$ cat config.mk
export PLATFORM = sky130hd
export DESIGN_NAME = seg_scan_driver
export DESIGN_NICKNAME = d
export VERILOG_FILES = /design/src/rtl/seg_pkg.sv /design/src/rtl/scan_prescaler.sv /design/src/rtl/seg_scan_driver.sv
export SDC_FILE = /design/constraint.sdc
export NUM_CORES = 1
export LEC_CHECK = 0
export CORE_ASPECT_RATIO = 1.2
export CORE_MARGIN = 3
export CORE_UTILIZATION = 50
export DETAILED_ROUTE_END_ITERATION = 8
export DONT_BUFFER_PORTS = 1
export PLACE_DENSITY = 0.68
export SKIP_CTS_REPAIR_TIMING = 1
export SYNTH_ARGS = -nofsm -noshare
export SYNTH_HDL_FRONTEND = slang
export SYNTH_SLANG_ARGS = --single-unit
$ cat constraint.sdc
create_clock -name clk -period 2.4 [get_ports clk]
set_input_delay 0.48 -clock clk [delete_from_list [all_inputs] [get_ports clk]]
set_output_delay 0.48 -clock clk [all_outputs]
set_load 0.005 [all_outputs]
$ cat src/rtl/seg_pkg.sv
// Shared constants and types for the seven-segment scan driver.
// Segment patterns are active-low, bit 6 = a ... bit 0 = g.
package seg_pkg;

    localparam int unsigned SEG_W  = 7;
    localparam int unsigned AN_W   = 4;
    localparam int unsigned DIG_N  = 4;

    localparam logic [SEG_W-1:0] SEG_BLANK = 7'b1111111;
    localparam logic [SEG_W-1:0] SEG_ZERO  = 7'b0000001;
    localparam logic [AN_W-1:0]  AN_OFF    = 4'b1111;

    typedef logic [1:0] slot_t;

    // One frame's worth of display content, captured at frame start.
    typedef struct packed {
        logic [DIG_N-1:0][SEG_W-1:0] dig;
        logic                        blank_lz;
        logic [DIG_N-1:0]            dp_mask;
    } snap_t;

endpackage

$ cat src/rtl/scan_prescaler.sv
// Digit-slot prescaler: counts 0..REFRESH_DIV-1 and wraps.
// Ports:
//   clk, rst_n : clock, async active-low reset
//   i_clr      : synchronous clear (holds the count at 0)
//   o_pre      : current count (registered)
//   o_tc_c     : combinational terminal-count flag (count == REFRESH_DIV-1)
module scan_prescaler #(
    parameter  int unsigned REFRESH_DIV = 100000,
    localparam int unsigned PRE_W       = $clog2(REFRESH_DIV)
) (
    input  logic             clk,
    input  logic             rst_n,
    input  logic             i_clr,
    output logic [PRE_W-1:0] o_pre,
    output logic             o_tc_c
);

    logic [PRE_W-1:0] r_pre;

    assign o_tc_c = (r_pre == PRE_W'(REFRESH_DIV - 1));
    assign o_pre  = r_pre;

    // Free-running slot prescaler with wrap at terminal count.
    always_ff @(posedge clk or negedge rst_n) begin
        if (!rst_n) begin
            r_pre <= '0;
        end else if (i_clr) begin
            r_pre <= '0;
        end else if (o_tc_c) begin
            r_pre <= '0;
        end else begin
            r_pre <= r_pre + PRE_W'(1);
        end
    end

endmodule

$ cat src/rtl/seg_scan_driver.sv
// Time-multiplexed scan driver for a 4-digit common-anode 7-segment display.
// Snapshots the digits once per frame, inserts a dead time at the start of
// each digit slot and optionally blanks leading zeros.
// Ports:
//   clk, rst_n          : clock, async active-low reset
//   enable              : scan enable; low darkens the display and restarts the scan
//   digit0..digit3      : active-low segment patterns, digit0 least significant
//   blank_lz            : leading-zero blanking enable
//   dp_mask             : bit i lights the decimal point of digit i
//   an                  : active-low anode enables (registered)
//   seg, dp             : active-low cathodes and decimal point (registered)
//   frame_tick          : one-cycle pulse after every snapshot (registered)
module seg_scan_driver
    import seg_pkg::*;
#(
    parameter int unsigned REFRESH_DIV  = 100000,
    parameter int unsigned BLANK_CYCLES = 1000
) (
    input  logic             clk,
    input  logic             rst_n,
    input  logic             enable,
    input  logic [SEG_W-1:0] digit0,
    input  logic [SEG_W-1:0] digit1,
    input  logic [SEG_W-1:0] digit2,
    input  logic [SEG_W-1:0] digit3,
    input  logic             blank_lz,
    input  logic [DIG_N-1:0] dp_mask,
    output logic [AN_W-1:0]  an,
    output logic [SEG_W-1:0] seg,
    output logic             dp,
    output logic             frame_tick
);

    localparam int unsigned PRE_W = $clog2(REFRESH_DIV);

    logic [PRE_W-1:0] w_pre;
    logic             w_tc;
    logic             w_clr;
    logic             w_frame_start;
    logic             w_blank3;
    logic             w_blank2;
    logic             w_blank1;
    logic [DIG_N-1:0] w_blank;
    logic [AN_W-1:0]  w_an;
    logic [SEG_W-1:0] w_seg;
    logic             w_dp;

    slot_t            r_slot;
    snap_t            r_snap;

    assign w_clr = ~enable;

    scan_prescaler #(
        .REFRESH_DIV (REFRESH_DIV)
    ) u_prescaler (
        .clk    (clk),
        .rst_n  (rst_n),
        .i_clr  (w_clr),
        .o_pre  (w_pre),
        .o_tc_c (w_tc)
    );

    assign w_frame_start = enable && (r_slot == slot_t'(0)) && (w_pre == '0);

    // Slot counter: advances when the prescaler wraps.
    always_ff @(posedge clk or negedge rst_n) begin
        if (!rst_n) begin
            r_slot <= slot_t'(0);
        end else if (!enable) begin
            r_slot <= slot_t'(0);
        end else if (w_tc) begin
            r_slot <= r_slot + slot_t'(1);
        end
    end

    // Frame snapshot: the only source for decode, so mid-frame input changes cannot tear.
    always_ff @(posedge clk or negedge rst_n) begin
        if (!rst_n) begin
            r_snap.dig      <= {DIG_N{SEG_BLANK}};
            r_snap.blank_lz <= 1'b0;
            r_snap.dp_mask  <= '0;
        end else if (w_frame_start) begin
            r_snap.dig      <= {digit3, digit2, digit1, digit0};
            r_snap.blank_lz <= blank_lz;
            r_snap.dp_mask  <= dp_mask;
        end
    end

    // Leading-zero chain: a digit blanks only if every more significant digit blanked too.
    assign w_blank3 = r_snap.blank_lz && (r_snap.dig[3] == SEG_ZERO);
    assign w_blank2 = w_blank3 && (r_snap.dig[2] == SEG_ZERO);
    assign w_blank1 = w_blank2 && (r_snap.dig[1] == SEG_ZERO);
    assign w_blank  = {w_blank3, w_blank2, w_blank1, 1'b0};

    // Decode of the current slot; dead time keeps every anode off.
    always_comb begin
        w_an  = AN_OFF;
        w_seg = SEG_BLANK;
        w_dp  = 1'b1;
        if (w_pre >= PRE_W'(BLANK_CYCLES)) begin
            w_an = ~(AN_W'(1) << r_slot);
            if (w_blank[r_slot]) begin
                w_seg = SEG_BLANK;
                w_dp  = 1'b1;
            end else begin
                w_seg = r_snap.dig[r_slot];
                w_dp  = ~r_snap.dp_mask[r_slot];
            end
        end
    end

    // Output registers.
    always_ff @(posedge clk or negedge rst_n) begin
        if (!rst_n) begin
            an         <= AN_OFF;
            seg        <= SEG_BLANK;
            dp         <= 1'b1;
            frame_tick <= 1'b0;
        end else if (!enable) begin
            an         <= AN_OFF;
            seg        <= SEG_BLANK;
            dp         <= 1'b1;
            frame_tick <= 1'b0;
        end else begin
            an         <= w_an;
            seg        <= w_seg;
            dp         <= w_dp;
            frame_tick <= w_frame_start;
        end
    end

endmodule
### After elaboration in Yosys (flattened, before gate mapping)

Index checks and enable logic that the tools add are counted.

* logic and storage cells: 50
* output and inout bits: 13
* register bits: 65

* shift-type cells: 1
* order comparisons: 2
* add/subtract/negate cells: 2
* multiplexer cells: 19
* bitwise operators: 2
* equal/unequal tests: 5
* reductions and logical operators: 7

Operator list (count)
* $mux 17: 2
* $mux 7: 4
* $eq 7x1->1 const B: 3
* $add 17x1->17 const B: 1
* $eq 17x17->1 const B: 1
* $ge 17x10->1 const B: 1
* $logic_not 17->1: 1
* $bmux 7 s2: 1
* $mux 4: 2
* $mux 1: 6
* $logic_and 1x1->1: 5
* $bmux 1 s2: 2
* $mux 2: 2
* $not 4->4: 1
* $shl 1x2->4 const A: 1
* $lt 2x3->1 const B: 1
* $add 2x1->2 const B: 1
* $logic_not 2->1: 1
* $ne 2x1->1 const B: 1
* $not 1->1: 1

### Logic depth before layout (Yosys ltp)

Gate-level depths: netlist (run 1).

* word-level depth: 9
* mapped depth: 7

### By module

Synthesis (run 1) repeated with hierarchy kept, for this count alone.

* cells, all modules: 229
* area, all modules: 3051.7 sq um

Modules (own cells, without submodules)
* seg_scan_driver: sequential area each 1251.2 sq um, cells each 143, times used 1, area each 2174.6 sq um
* scan_prescaler: sequential area each 425.4 sq um, cells each 86, times used 1, area each 877.1 sq um

### Least setup slack after synthesis (run 1)

OpenSTA, ideal clock, no wires.

* path type: reg-to-reg
* from: register u_prescaler.r_pre[11] (netlist: u_prescaler.o_pre[11])
* to: register r_snap[0] (netlist name)
* stages on the path, launching flop included: 6
* arrival time: 2371 ps
* library setup time: 125 ps
* path buffers: 1
* period minus slack after synthesis: 2495 ps
* setup slack: -95 ps
* data required time: 2275 ps
* path through: dfrtp_1 -> or4_4 -> or4_4 -> nor4_4 -> buf_6 -> mux2_2

* cells in the longest elaborated chain, start to end: 2

Ends and longest elaborated chain
* start: declaration: line scan_prescaler.sv:18 `logic [PRE_W-1:0] r_pre;`
* start signal: assignment: line scan_prescaler.sv:32 `r_pre <= r_pre + PRE_W'(1);`
* $logic_not 17->1: line seg_scan_driver.sv:63 `assign w_frame_start = enable && (r_slot == slot_t'(0)) && (w_pre == '0);`
* $logic_and 1x1->1: line seg_scan_driver.sv:63
* end: declaration: line seg_scan_driver.sv:49 `snap_t r_snap;`

Every way passes these cells.
A chain may end at the register's enable or synchronous reset.

### Final worst setup path (run 1)

* from: register u_prescaler.r_pre[11] (netlist: u_prescaler.o_pre[11])
* to: register r_snap[4] (netlist name)

The elaborated chain is that of the path after synthesis.

==> summary.md, run 1 <==
| Metric | Value |
|---|---|
| Number of I/O pins | `49` |
| Vias | `1,839` |
| Syn-to-layout area delta | `11.8%` |
| # Max-Cap Violations | `0` |
| Core area | `5780 um2` |
| Global-route wire length before repair | `9650 um` |
| Max Buffers Root-to-Sink | `2` |
| Post-DP HPWL | `3980 um` |
| Synthesis-stage register bit count | `65` |
| Status | `completed` |
| Measured slew at the worst slew-check pin | `0.517 ns` |
| Drt first pass iters | `4` |
| Clk sink count | `65` |
| Setup CP Type | `flop to flop` |
| VDD IR max | `0.000632 V` |
| Max-slew violation count | `0` |
| CTS tree | `done` |
| Clk root buf | `clkbuf_8` |
| Main synth FF type | `dfstp_2` |
| Non-Filler Instances | `324` |
| Post-synth EDFFs | `0` |
| DR vias/cell | `5.68` |
| Clock Latency Late Sink | `0.35 ns` |
| N_diodes | `0` |
| WL/cell | `17.9 um` |
| Crit path launch type | `flop` |
| Asr flop ratio synth | `1.00` |
| Fmax | `435 MHz` |
| Worst EP arrival | `2.54 ns` |
| Mapped Cells | `231` |
| Row Count | `30` |
| Layout Skew | `0.0103 ns` |
| CTS Buf Count | `9` |
| Largest cells by area after synthesis | `dfstp_2, dfrtp_1, mux2_2` |
| Endpoints failing hold | `0` |
| Initial antenna violation count | `0` |
| Sequential power share | `0.516` |
| PortBufs | `0` |
| Switching share of power | `0.237` |
| Register area share after synthesis | `0.551` |
| H-tree levels | `3` |
| Ratio of final minimum period to clock period | `0.958` |
| Syn. warnings | `0` |
| Post-Place Cells | `307` |
| Max_slew headroom | `0.655` |
| Static leakage | `0.00131 uW` |
| Clk pin slew, worst setup/hold paths | `0.08 ns` |
| Synth Area per Inst | `13.2 um2` |
| Setup WS post-layout | `0.102 ns` |
| Pwr Total | `2800 uW` |
| Synth Cell Area | `3040 um2` |
| Comb pwr share | `0.110` |
| Clock power share | `0.374` |
| PD cells | `823 nW/um2` |
| Post-Route WL | `5810 um` |
| Worst min-delay path category | `primary input to asynchronous set/reset pin` |
| Die Y | `91.5 um` |
| Die Wd | `77.2 um` |
| Setup crit end kind | `flop` |
| Pre-CTS setup slack | `0.103 ns` |
| NetSw | `664 uW` |
| Tmin final | `2.30 ns` |
| Fraction of layout instances using a drive strength above 1 | `0.451` |
| Largest net degree at the start of global routing | `66` |
| Initial DRC Count | `142` |
| Netlist cell types | `38` |
| Routed Antenna Nets | `0` |
| Layout net count | `281` |
| DRC violations left | `0` |
| Count of final setup violators | `0` |
| Int Pwr | `2130 uW` |
| Vias in the first global route | `1,930` |
| Crit Path Max Fanout | `33` |
| Die area | `7060 um2` |
| Unrepaired setup endpoints after global routing | `false` |
| Tot GR Track Use | `0.178` |
| Syn Nets | `273` |
| Routability Congestion | `0.915` |
| Synth top area share | `0.345` |
| Largest area contributor in the netlist | `dfstp_2` |
| Final Core Density | `0.588` |
| Grt ovf | `0` |
| Final setup TNS | `0 ns` |
| Starting Density | `0.526` |
| Crit path required time | `2.64 ns` |
-- registers in the layout (all words and copies together) (netlist names) --
register           flops
an                     4
dp                     1
frame_tick             1
r_slot                 2
r_snap                33
seg                    7
u_prescaler.o_pre     17
-- cell usage after synthesis (2+ instances only) --
library cell / instances
mux4_2: 8
nand4_1: 9
and2_1: 3
and3_1: 2
or3_1: 3
nand3b_1: 6
or4_4: 2
inv_1: 7
nand2_1: 8
dfrtp_1: 25
nor4bb_1: 2
clkbuf_1: 8
nand3_1: 9
ha_1: 6
mux2_2: 32
xor2_1: 9
nor4_1: 7
buf_6: 3
nor2_1: 15
nor3_1: 2
and4_1: 2
nand2b_1: 2
a21oi_1: 3
xnor2_1: 5
dfstp_2: 40
-- power by group through the flow --
| stage | Clock (uW) | Combinational, uW | Sequential [uW] |
|---|---|---|---|
| finish | 1050 | 308 | 1440 |
| global route | 1130 | 338 | 1460 |
| CTS | 1080 | 287 | 1440 |
| detailed placement | 0 | 286 | 1460 |
| global placement | 0 | 277 | 1450 |
| floorplan | 0 | 262 | 1410 |
-- per-layer routing --
layer,track usage,vias up,part of all wire,routed length [um]
li1,-,850,-,-
met1,0.211,931,0.43,2470
met2,0.287,45,0.50,2890
met3,0.0645,13,0.053,306
met4,0.0816,0,0.024,141
met5,0,-,0,0
-- path summary, 6_finish.rpt --
path / startpoint / to / slack [ns] / cells past startpoint
worst max-delay path: u_prescaler.o_pre[11]$_DFF_PN0_ / r_snap[4]$_DFFE_PN0N_ / 0.10 / 5
worst min-delay path: rst_n / u_prescaler.o_pre[6]$_DFF_PN0_ / 0.01 / 1
worst max register to register: u_prescaler.o_pre[11]$_DFF_PN0_ / r_snap[4]$_DFFE_PN0N_ / 0.10 / 5
worst min register to register: r_snap[2]$_DFFE_PN0N_ / r_snap[2]$_DFFE_PN0N_ / 0.49 / 1
max in group asynchronous: rst_n / r_snap[11]$_DFFE_PN1N_ / 2.09 / 1
min in group clk: dp_mask[2] / r_snap[2]$_DFFE_PN0N_ / 0.26 / 1
-- cells in the final DEF (no fill, tap or decap), types with 3 or more instances in the layout --
| cell | Yosys | routed |
|---|---|---|
| inv_1 | 7 | 7 |
| nand4_1 | 9 | 9 |
| nand3_1 | 9 | 9 |
| xnor2_1 | 5 | 5 |
| dfstp_2 | 40 | 40 |
| and2_1 | 3 | 3 |
| or3_1 | 3 | 3 |
| dfrtp_1 | 25 | 25 |
| nor4_1 | 7 | 7 |
| ha_1 | 6 | 6 |
| buf_4 | 0 | 7 |
| nor2_1 | 15 | 15 |
| nand3b_1 | 6 | 6 |
| mux4_2 | 8 | 8 |
| a21oi_1 | 3 | 3 |
| nand2_1 | 8 | 8 |
| xor2_1 | 9 | 9 |
| mux2_2 | 32 | 32 |
| clkbuf_8 | 0 | 9 |
-- layout make-up --
cell class | count | area (um2)
fillers | 512 | 2380
flip-flops and latches | 65 | 1680
multi-input cells | 147 | 1270
clock buffers | 9 | 124
clock inverters | 7 | 103
repair buffers | 9 | 100
well taps | 80 | 100
inverters | 7 | 26.3
-- through the flow --
step | cell area, um2 | hold slack [ns]
global placement | 3150 | 0.188
finish | 3400 | 0.0119
CTS | 3370 | -0.202
global route | 3400 | 0.00718
floorplan | 3040 | 0.184
detailed placement | 3150 | 0.187
-- worst max-delay path, cell delays in order (launching register included) --
cell and delay, ns:
dfrtp_1 0.39, or4_4 0.54, or4_4 0.45, nor4_4 0.20, buf_12 0.24, mux2_2 0.35
-- logic make-up (layout without fill, tap and decap cells) --
kind of cell	Yosys count	in the layout	share of synthesized area
simple gates	78	78	0.154
xor+xnor	14	14	0.0403
compound gates	7	7	0.0144
buf+inv	19	32	0.0312
fa+ha+maj	6	6	0.0247
flops	65	65	0.551
mux	42	42	0.185
(Power assumes the default switching activity.)
==> run 2, diff against run 1 <==
==> constraint.sdc (replaced) <==
create_clock -name clk -period 2.05 [get_ports clk]
set_input_delay 0.41 -clock clk [delete_from_list [all_inputs] [get_ports clk]]
set_output_delay 0.41 -clock clk [all_outputs]
set_load 0.005 [all_outputs]
==> summary.md, run 2 (synthesis results as in run 1) <==
| Metric | Value |
|---|---|
| Max Buffers Root-to-Sink | `2 (unchanged)` |
| Post-DP HPWL | `4020 um (+0.98%)` |
| Max FFs per register | `33 (unchanged)` |
| Setup WS post-layout | `-0.323 ns (-0.425 ns)` |
| WHS Endpoint | `u_prescaler.o_pre[2]$_DFF_PN0_` |
| Tmin final | `2.37 ns (+0.0750 ns)` |
| Starting Density | `0.526 (unchanged)` |
| Register bank with the most flops | `r_snap` |
| CTS Buf Count | `9 (unchanged)` |
| Fill cells | `463 (-9.6%)` |
| Hold path cells | `1` |
| Worst hold start | `enable` |
| Clk pin slew, worst setup/hold paths | `0.07 ns (about the same)` |
| Row Count | `30 (unchanged)` |
| Highest Signal Layer | `met4` |
| Register area | `1680 um2 (unchanged)` |
| Pwr Total | `3100 uW (+11%)` |
| Tot GR Track Use | `0.179 (+0.00138)` |
| Worst EP arrival | `2.64 ns (+0.10 ns)` |
| WHS | `0.200 ns (+0.188 ns)` |
| DR vias/cell | `5.57 (-1.9%)` |
| Met3 WL | `335 um (+9.5%)` |
| Clk sink count | `65 (unchanged)` |
| CP top delay family | `simple AND/OR/NAND/NOR gates` |
| CTS tree | `done` |
| Unrepaired setup endpoints after global routing | `true` |
| H-tree levels | `3 (unchanged)` |
| Count of final setup violators | `33 (+33)` |
| Drt first pass iters | `4 (unchanged)` |
| Initial antenna violation count | `0 (unchanged)` |
| Met2 Wirelength | `3030 um (+5.1%)` |
| Die Wd | `77.2 um (unchanged)` |
| Max_slew headroom | `0.666 (+0.0108)` |
| Non-Filler Instances | `338 (+4.3%)` |
| # Max-Cap Violations | `0 (unchanged)` |
| VDD IR max | `0.000616 V (-2.5%)` |
| Ratio of final minimum period to clock period | `1.16 (+0.200)` |
| WL/cell | `17.7 um (-0.94%)` |
| Vias in the first global route | `1,979 (+2.5%)` |
| PortBufs | `0 (unchanged)` |
| Largest net degree at the start of global routing | `66 (unchanged)` |
| M1 WL | `2540 um (+2.7%)` |
| N_diodes | `0 (unchanged)` |
| Vias | `1,882 (+2.3%)` |
| Fmax | `421 MHz (-3.2%)` |
| Die area | `7060 um2 (unchanged)` |
| Static leakage | `0.00145 uW (+11%)` |
| Number of I/O pins | `49 (unchanged)` |
| Die Y | `91.5 um (unchanged)` |
| Violations in the final reports | `negative setup slack` |
| R2R cell count | `6 (+1)` |
| Max-slew violation count | `0 (unchanged)` |
| Grt ovf | `0 (unchanged)` |
| Placed Area | `3300 um2 (+4.9%)` |
| Most frequent CP cell | `or4_4` |
| Crit path launch type | `flop` |
| Syn-to-layout area delta | `17.3%` |
| Global-route wire length before repair | `9740 um (+0.92%)` |
| Endpoints failing hold | `0 (unchanged)` |
| Worst path cell trace | `or4_4 -> or4_4 -> nor4_4 -> buf_6 -> buf_8 -> mux2_4` |
| Setup slack, reg-to-reg | `-0.32 ns (-0.43 ns)` |
| Setup crit end kind | `flop` |
| Initial DRC Count | `170 (+20%)` |
| Layout net count | `295 (+5.0%)` |
| Core area | `5780 um2 (unchanged)` |
| Status | `complete, but fails checks` |
| Critical path buffers and inverters | `2 (+1)` |
| Worst path max stage delay | `0.53 ns (about the same)` |
| Most frequent cells in the layout | `dfstp_2, dfrtp_1, mux2_4, buf_4, nor2_1` |
| Routability Congestion | `0.915 (about the same)` |
| PD cells | `867 nW/um2 (+5.4%)` |
| Worst path slowest cell | `or4_4` |
| Fin area | `3570 um2 (+5.0%)` |
| Post-Route WL | `6000 um (+3.3%)` |
| Clock Latency Late Sink | `0.34 ns (about the same)` |
| Post-Place Cells | `316 (+2.9%)` |
| Clk root buf | `clkbuf_8` |
| Most common cell after layout, fill and taps aside | `dfstp_2` |
| Setup CP Type | `flop to flop` |
| Crit Path Max Fanout | `16 (-52%)` |
| Reg2reg end | `r_snap[30]$_DFFE_PN1N_` |
| Reg-to-Reg Start | `u_prescaler.o_pre[11]$_DFF_PN0_` |
| Layout Skew | `0.00627 ns (-0.00404 ns)` |
| Routed Antenna Nets | `0 (unchanged)` |
| Crit path required time | `2.31 ns (-0.33 ns)` |
| Fraction of layout instances using a drive strength above 1 | `0.469 (+0.0182)` |
| Measured slew at the worst slew-check pin | `0.501 ns (-0.0162 ns)` |
| Multi-input logic area | `1360 um2 (+6.7%)` |
| Worst min-delay path category | `primary input to flop` |
| DRC violations left | `0 (unchanged)` |
## run 2: cell types whose count changed in the layout (fill, tap and decap cells not counted), moves of 3 or more
cell,delta
buf_4,+9
clkbuf_1,+3
mux2_2,-21
mux2_4,+21
## run 2: worst max-delay path by stage
stage | startpoint | end | slack (ns) | depth (start not counted)
after floorplan | u_prescaler.o_pre[11]$_DFF_PN0_ | r_snap[0]$_DFFE_PN0N_ | -0.31 | 5
after global placement | u_prescaler.o_pre[11]$_DFF_PN0_ | r_snap[4]$_DFFE_PN0N_ | -0.24 | 5
after detailed placement | u_prescaler.o_pre[11]$_DFF_PN0_ | r_snap[1]$_DFFE_PN0N_ | -0.29 | 5
after CTS | u_prescaler.o_pre[11]$_DFF_PN0_ | r_snap[1]$_DFFE_PN0N_ | -0.30 | 5
after global routing | u_prescaler.o_pre[11]$_DFF_PN0_ | r_snap[21]$_DFFE_PN1N_ | -0.36 | 6
final | u_prescaler.o_pre[11]$_DFF_PN0_ | r_snap[30]$_DFFE_PN1N_ | -0.32 | 6
## run 2: power by group
group	internal (uW)	switching [uW]
Combinational	319	143
Sequential	1560	134
Clock	469	466
## run 2: per-stage QoR
step,worst slack [ns],TNS [ns],utilization
global placement,-0.243,-6.04,0.571
floorplan,-0.308,-9.86,-
finish,-0.323,-9.87,0.618
CTS,-0.303,-7.99,0.600
detailed placement,-0.289,-7.36,0.571
global route,-0.358,-11.37,0.618
## run 2: cell type report
class,count,area share
clock buffers,13,0.0417
repair buffers,23,0.0683
well taps,80,0.0280
clock inverters,3,0.00491
inverters,7,0.00736
multi-input cells,147,0.380
flip-flops and latches,65,0.470
## run 2: routing by layer
layer / GRT usage / up-vias
li1: - / 877
met1: 0.220 / 934
met2: 0.295 / 62
met3: 0.0575 / 9
met4: 0.0623 / 0
met5: 0 / -
